--- config.mk ---
export PLATFORM = sky130hd
export DESIGN_NAME = unary_pair_encoder
export DESIGN_NICKNAME = d
export VERILOG_FILES = /design/src/rtl/unary_pkg.sv /design/src/rtl/unary_emitter.sv /design/src/rtl/unary_pair_encoder.sv
export SDC_FILE = /design/constraint.sdc
export NUM_CORES = 1
export LEC_CHECK = 0
export ABC_AREA = 0
export BUFFER_PORTS_ARGS = -buffer_cell sky130_fd_sc_hd__buf_4
export CORE_ASPECT_RATIO = 1.75
export CORE_UTILIZATION = 52
export DETAILED_ROUTE_END_ITERATION = 6
export GPL_ROUTABILITY_DRIVEN = 0
export PLACE_DENSITY = 0.81
export SLEW_MARGIN = 20
export SYNTH_ARGS = -nofsm -noshare
export SYNTH_HDL_FRONTEND = slang
export SYNTH_SLANG_ARGS = --single-unit
--- constraint.sdc ---
create_clock -name clk -period 1.4 [get_ports clk]
set_input_delay 0.21 -clock clk [delete_from_list [all_inputs] [get_ports clk]]
set_output_delay 0.21 -clock clk [all_outputs]
set_load 0.05 [all_outputs]
--- src/rtl/unary_pkg.sv ---
// Shared types and sizing helpers for the unary
// operand encoder feeding the unary adder.
package unary_pkg;

  typedef enum logic [1:0] {
    IDLE,
    EMIT,
    DRAIN
  } enc_state_t;

  function automatic int win_width(
    input int u_bits,
    input int guard
  );
    return $clog2(2 * u_bits + guard + 1);
  endfunction

endpackage

--- src/rtl/unary_emitter.sv ---
// Loadable down-counter; the stream is high while
// the count is nonzero, giving one contiguous pulse.
module unary_emitter #(
  parameter int BIN_W = 5
) (
  input  logic             clk,
  input  logic             reset_n,
  input  logic             load,
  input  logic [BIN_W-1:0] value,
  output logic             stream,
  output logic             next_zero
);

  logic [BIN_W-1:0] cnt;

  always_ff @(posedge clk) begin
    if (!reset_n) begin
      cnt <= '0;
    end else if (load) begin
      cnt <= value;
    end else if (cnt != '0) begin
      cnt <= cnt - 1'b1;
    end
  end

  assign stream    = (cnt != '0);
  // count will be zero after this cycle's decrement
  assign next_zero = (cnt <= BIN_W'(1));

endmodule

--- src/rtl/unary_pair_encoder.sv ---
// Binary pair to aligned unary streams, holding off
// new pairs until the downstream sum window closes.
module unary_pair_encoder
  import unary_pkg::*;
#(
  parameter int U_BITS       = 16,
  parameter int GUARD_CYCLES = 1,
  parameter int BIN_W        = $clog2(U_BITS + 1)
) (
  input  logic             clk,
  input  logic             reset_n,
  input  logic             in_valid,
  output logic             in_ready,
  input  logic [BIN_W-1:0] a_bin,
  input  logic [BIN_W-1:0] b_bin,
  output logic             a_unary,
  output logic             b_unary,
  output logic             busy,
  output logic             done
);

  localparam int WIN_W = win_width(U_BITS, GUARD_CYCLES);
  localparam logic [BIN_W-1:0] U_MAX = BIN_W'(U_BITS);
  localparam logic [WIN_W-1:0] W_ONE = WIN_W'(1);

  enc_state_t       state;
  enc_state_t       state_nx;
  logic [WIN_W-1:0] win;
  logic [WIN_W-1:0] win_load;
  logic [BIN_W-1:0] a_sat;
  logic [BIN_W-1:0] b_sat;
  logic             xfer;
  logic             a_last;
  logic             b_last;
  logic             win_last;

  assign xfer  = in_valid && in_ready;

  // clamp keeps the adder LIFO from overflowing
  assign a_sat = (a_bin > U_MAX) ? U_MAX : a_bin;
  assign b_sat = (b_bin > U_MAX) ? U_MAX : b_bin;

  assign win_load = WIN_W'(a_sat) + WIN_W'(b_sat)
                  + WIN_W'(GUARD_CYCLES);

  assign win_last = (win == W_ONE);

  unary_emitter #(
    .BIN_W (BIN_W)
  ) u_emit_a (
    .clk       (clk),
    .reset_n   (reset_n),
    .load      (xfer),
    .value     (a_sat),
    .stream    (a_unary),
    .next_zero (a_last)
  );

  unary_emitter #(
    .BIN_W (BIN_W)
  ) u_emit_b (
    .clk       (clk),
    .reset_n   (reset_n),
    .load      (xfer),
    .value     (b_sat),
    .stream    (b_unary),
    .next_zero (b_last)
  );

  always_ff @(posedge clk) begin
    if (!reset_n) begin
      state <= IDLE;
      win   <= '0;
    end else begin
      state <= state_nx;
      if (xfer) begin
        win <= win_load;
      end else if (win != '0) begin
        win <= win - 1'b1;
      end
    end
  end

  always_comb begin
    state_nx = state;
    in_ready = 1'b0;
    busy     = 1'b0;
    done     = 1'b0;
    unique case (state)
      IDLE: begin
        in_ready = 1'b1;
        if (in_valid) begin
          state_nx = EMIT;
        end
      end
      EMIT: begin
        busy = 1'b1;
        done = win_last;
        if (win_last) begin
          state_nx = IDLE;
        end else if (a_last && b_last) begin
          state_nx = DRAIN;
        end
      end
      DRAIN: begin
        busy = 1'b1;
        done = win_last;
        if (win_last) begin
          state_nx = IDLE;
        end
      end
      default: begin
        state_nx = IDLE;
      end
    endcase
  end

endmodule

# After elaboration in Yosys (flattened, before gate mapping)
# Index checks and enable logic that the tools add are counted.
# W data, S select, Z words.
[totals]
register_bits = 18
in_bits = 13
out_inout_bits = 5
[op_classes]
addsub = 5
n_lt_le_gt_ge = 4
n_eq_ne = 6
mux = 16
reduce_logical = 11
[op_table]
columns = ["cell", "count"]
rows = [
  ["$mux W5", 6],
  ["$mux W6", 2],
  ["$gt A5 B5 Y1 const B", 2],
  ["$le A5 B1 Y1 const B", 2],
  ["$reduce_bool A5 Y1", 2],
  ["$sub A5 B1 Y5 const B", 2],
  ["$mux W2", 4],
  ["$add A5 B5 Y6", 1],
  ["$add A6 B1 Y6 const B", 1],
  ["$eq A6 B1 Y1 const B", 1],
  ["$pmux W2 S3", 1],
  ["$reduce_bool A2 Y1", 3],
  ["$reduce_bool A6 Y1", 1],
  ["$sub A6 B1 Y6 const B", 1],
  ["$ne A2 B2 Y1 const B", 2],
  ["$mux W1", 3],
  ["$ne A3 B3 Y1 const B", 1],
  ["$reduce_and A3 Y1", 1],
  ["$eq A2 B1 Y1 const B", 1],
  ["$eq A2 B2 Y1 const B", 1],
  ["$logic_and A1 B1 Y1", 2],
  ["$logic_not A2 Y1", 1],
  ["$reduce_or A2 Y1", 1],
]

# Longest topological paths before layout
[depth]
word_depth = 5
mapped_depth = 7

# By module
# Synthesis repeated with hierarchy kept, for this count alone.
[unflattened]
hier_cells = 168
hier_area_um2 = 1372.6
[modules_own_cells]
columns = ["mod", "n_inst", "cells_per_inst", "area_each_um2"]
rows = [
  ["unary_pair_encoder", 1, 96, 752.0],
  ["unary_emitter", 2, 36, 310.3],
]

# Worst setup path after synthesis
# OpenSTA, ideal clock, no wires.
[synth_timing]
path_kind = "register to register"
start = "register state[0]"
end = "register state[1]"
setup_ns = 0.070
arrival_time_ns = 1.654
t_required_ns = 1.330
setup_slack_ns = -0.324
stages_incl_launch_ff = 6
period_less_slack_ns = 1.724
cell_sequence = "dfxtp_1 inv_1 ha_1 and2b_1 or4b_1 a21boi_1"
[synth_via]
elab_chain_len = 3
[synth_lines]
columns = ["element", "line_no", "source"]
rows = [
  ["start, declared", "unary_pair_encoder.sv:26", "enc_state_t state;"],
  ["start signal, assigned", "unary_pair_encoder.sv:75", "state <= state_nx;"],
  ["$eq A2 B1 Y1 (tied with other cells)", "unary_pair_encoder.sv:89", "unique case (state)"],
  ["$ne A3 B3 Y1 (no source line) or $ne A2 B2 Y1 (tied branches)", "--", ""],
  ["$reduce_and A3 Y1 (no source line)", "--", ""],
]
# Several ways; a longest one is shown, not always the timed one.
# A chain may end at the register's enable or synchronous reset.

# Worst setup path in the final report
[layout_timing]
start = "register u_emit_a.cnt[0]"
end = "register u_emit_a.cnt[1]"
[layout_via]
elab_chain_len = 3
[layout_lines]
columns = ["element", "line_no", "source"]
rows = [
  ["start, declared", "unary_emitter.sv:14", "logic [BIN_W-1:0] cnt;"],
  ["start signal, assigned", "unary_emitter.sv:20", "cnt <= value;"],
  ["start signal, assigned", "unary_emitter.sv:22", "cnt <= cnt - 1'b1;"],
  ["$sub A5 B1 Y5", "unary_emitter.sv:22", ""],
  ["$mux W5", "unary_emitter.sv:21", "end else if (cnt != '0) begin"],
  ["$mux W5", "unary_emitter.sv:19", "end else if (load) begin"],
]
# Several ways; a longest one is shown, not always the timed one. The select of a mux whose other input is x is not followed.

==> results.md <==
- The clock latency on the worst-skew pair is 0.27 ns.
- The final layout net count is 253.
- The number of filler cells placed in the layout is 91.
- The final reports fail on negative setup slack.
- The endpoint class of the critical path is a flop.
- The clock network burns 6.4% of the power.
- When the netlist entered floorplanning its net count stood at 192.
- The number of antenna violations at the first check in global routing is 0.
- The maximum buffer depth of the clock tree is 2.
- The number of violations reported at the end of detailed-routing iteration 0 is 76.
- The required time reported for the critical path endpoint is 1.58 ns.
- Counting cells, the worst reg-to-reg path comes to 8.
- The vias after detailed routing is 1576.
- The number of clock sinks is 18.
- The pre-antenna-repair detailed-routing pass consisted of 4 iterations.
- The total non-filler cell area in the finished layout is 2330 um2.
- The post-placement cell count is 237.
- After floorplanning, the core was sized to cover 2520 um2.
- In the final layout, the multi-input gates occupy 1310 um2.
- After clock tree synthesis, the clock-pin slew on the worst setup and hold paths is 0.08 ns.
- Across the VDD grid, the largest voltage drop is 1.58 mV.
- The total CTS buffers is 3.
- The portion of total power attributed to sequential cells is 17.0%.
- The count of yosys warnings during synthesis is 0.
- Once the floorplan was initialized, standard cells occupied 55.8% of the core.
- The footprint of the flip-flops and latches is 375 um2.
- The transition time at the pin with the least slew margin is 0.332 ns.
- The switching portion of total power is 45.2%.
- The number of unique standard cell types used by synthesis is 46.
- The post-cts hold buffer count is 0.
- Along the worst hold path, the cell count comes to 3.
- The die width is 41.3 um.
- The count of inserted antenna diode cells is 0.
- The headroom to the max-slew limit is 77.8%.
- The setup clock skew after layout is 0.0134 ns.
- The residual antenna-violating net count after detailed routing is 0.
- The fraction of final layout cells sized beyond drive strength 1 is 62.6%.
- The path category of the worst min-delay check is in -> reg.
- The detailed-route DRC error count is 0.
- The final max-slew violation count came to 0.
- The largest driver fanout on the critical path is 4.
- The area of the mapped netlist is 1410 um2.
- Summed over all cells, the static leakage comes to 1.03 nW.
- From bottom edge to top edge, the die measures 70.8 um.
- The combinational group share of total power is 76.6%.
- The most used flip-flop cell after synthesis is sky130_fd_sc_hd__dfxtp_1.
- During I/O placement, the number of pins put on the boundary was 18.
- The total power divided by cell area is 2680 nW/um2.
- Across every metal layer, demand over resource in global routing totals 34.4%.
- Input and output buffers added on the ports amount to 17.
- Once routing completed, OpenROAD measured the worst setup slack at -0.328 ns.
- The site row count is 24.
- The shortest clock period the worst path allows after layout is 1.73 ns.
- The number of max-capacitance violations reported is 0.
- TritonCTS built the clock tree.
- The beginning of the worst hold path is a_bin[0].
- The total negative setup slack is -2.97 ns.
- Tracing the worst setup path back leads to its startpoint at u_emit_a.cnt[0].
- The number of global-route vias before repair is 1660.
- The critical path is of the reg -> reg type.
- The clock root buffer master is sky130_fd_sc_hd__clkbuf_8.
- Setup repair after global routing could not meet its margin everywhere.
- The internal power of the cells is 0.00343 W.
- The part of the cycle the worst path needs is 123%.
- The average via count per standard cell is 6.35.
- After detailed routing, the average wire length per cell comes to 22.7 um.
- The total overflow left after global routing is 0.
- The async set-reset flop share out of synthesis is 0%.
- The die covers 2920 um2.
- The count of mapped cells out of synthesis is 162.
- The number of enable flip-flop cells after synthesis is 0.
- The filler-free cell count of the finished design is 248.
- In this run, synthesis produced a sequential element count of 18.
- The first global-routing pass estimated 7.02 mm of wire.
- For this block, the routed nets add up to 5.62 mm of wire.
- Summed over all nets, the switching power comes to 0.00283 W.
- The layout overhead on the synthesized area is 65.9%.
- The standard cell area after detailed placement is 1910 um2.
- The CTS H-tree depth is 1.
- The final hold slack is 0.249 ns.
- The worst flop-to-flop path startpoint is u_emit_a.cnt[0].
- The number of endpoints with negative hold slack in the final report is 0.
- The run finished, with violations left.
- The arrival time of the worst setup path is 1.91 ns.
- The share of the Yosys chip area taken by registers is 25.6%.
- Based on the critical path, the design can be clocked at up to 0.579 GHz.
- The type of element launching the critical path is a flop.
- A synthesized cell averages 8.68 um2.
- Setup violations remaining at the end of the flow were counted as 17.
- The sum of net half-perimeters after detailed placement is 3.01 mm.
- The largest net degree at the start of global routing is 21.
-- critical path, stage by stage (launching register included) --
cell and delay (ns):
sky130_fd_sc_hd__dfxtp_4 0.37, sky130_fd_sc_hd__inv_4 0.07, sky130_fd_sc_hd__ha_4 0.13, sky130_fd_sc_hd__or4b_4 0.49, sky130_fd_sc_hd__buf_4 0.16, sky130_fd_sc_hd__buf_6 0.13
sky130_fd_sc_hd__nand2_2 0.07, sky130_fd_sc_hd__o21ai_2 0.06, sky130_fd_sc_hd__o21ai_1 0.17
-- cell usage after synthesis, drive strengths merged, types with 2 or more instances --
cell type	number	area share [%]
dfxtp	18	26
ha	16	14
nand2	13	3.8
inv	11	2.9
o21ai	11	4.2
nand3	8	2.8
a21boi	6	3.5
nor2b	6	2.7
nor3	6	2.8
xnor2	6	3.7
nand2b	5	2.2
nor3b	5	2.7
clkbuf	4	1.1
nor2	4	1.1
xor2	4	2.5
nand3b	3	1.6
o211a	3	2.1
o21a	3	1.6
or4b	3	2.1
a21oi	2	0.71
buf	2	0.71
mux2i	2	1.4
nand4b	2	1.2
o22ai	2	0.89
-- state kept, by name, indices dropped and copies added, names as in the netlist --
signal        cells
u_emit_a.cnt      5
win               6
state             2
u_emit_b.cnt      5
-- cell families (layout without fill, tap and decap cells) --
group	count (synthesis)	count (layout)	synth area share [%]
simple gates	62	62	27.6
compound gates	35	35	17.7
flops	18	18	25.6
fa+ha+maj	17	17	15.7
buf+inv	17	77	4.72
xor+xnor	10	10	6.23
mux	3	3	2.49
-- through the flow --
step | utilization [%] | power, W | worst slack (ns)
final | 92.5 | 0.00626 | -0.328
after CTS | 85.3 | 0.00532 | -0.268
after detailed placement | 75.9 | 0.00419 | -0.246
after global routing | 92.5 | 0.00659 | -0.373
after floorplan | - | 0.00317 | -0.0522
after global placement | 75.9 | 0.00401 | -0.156
-- metal layers --
layer	wire, um	share of wire (%)	up-vias	track usage [%]
li1	-	-	696	-
met2	3170	56	79	58.7
met3	313	5.6	29	9.72
met1	1810	32	772	30.7
met4	324	5.8	0	24.7
met5	0	0	-	0
-- layout make-up --
type / count / share of cell area, %
multi-input combinational: 127 / 56.1
timing repair buffer: 62 / 22.4
sequential: 18 / 16.1
inverter: 11 / 2.09
clock buffer: 4 / 1.93
tap: 26 / 1.39
-- placed cells by master, fill, tap and decap left out, drive strengths merged, types with 5 or more instances in the layout --
master  netlist  layout
nor3          6       6
nand2        13      13
nand2b        5       5
nand3         8       8
o21ai        11      11
xnor2         6       6
buf           2      62
nor2b         6       6
a21boi        6       6
inv          11      11
nor3b         5       5
ha           16      16
dfxtp        18      18
-- worst paths after layout --
check	end	slack [ns]
max	u_emit_a.cnt[1]	-0.33
min reg2reg	state[0]	0.56
max reg2reg	u_emit_a.cnt[1]	-0.33
min	u_emit_a.cnt[0]	0.25
-- repair_timing --
| item | CTS | global route |
|---|---|---|
| gates resized for setup | 36 | 38 |
| setup buffers | 5 | 4 |
| pin swaps | 9 | 13 |
| setup endpoints to repair | 19 | 20 |
-- power by group through the flow --
| stage | logic (W) | registers (W) | clock network, W |
|---|---|---|---|
| 4_1_cts | 0.00395 | 0.000986 | 0.000379 |
| 3_3_place_gp | 0.00306 | 0.000952 | 0 |
| 5_1_grt | 0.00509 | 0.00109 | 0.000408 |
| 6_report | 0.00480 | 0.00107 | 0.000398 |
| 2_1_floorplan | 0.00218 | 0.000988 | 0 |
| 3_5_place_dp | 0.00321 | 0.000976 | 0 |
Power figures use the tool's default switching activity.
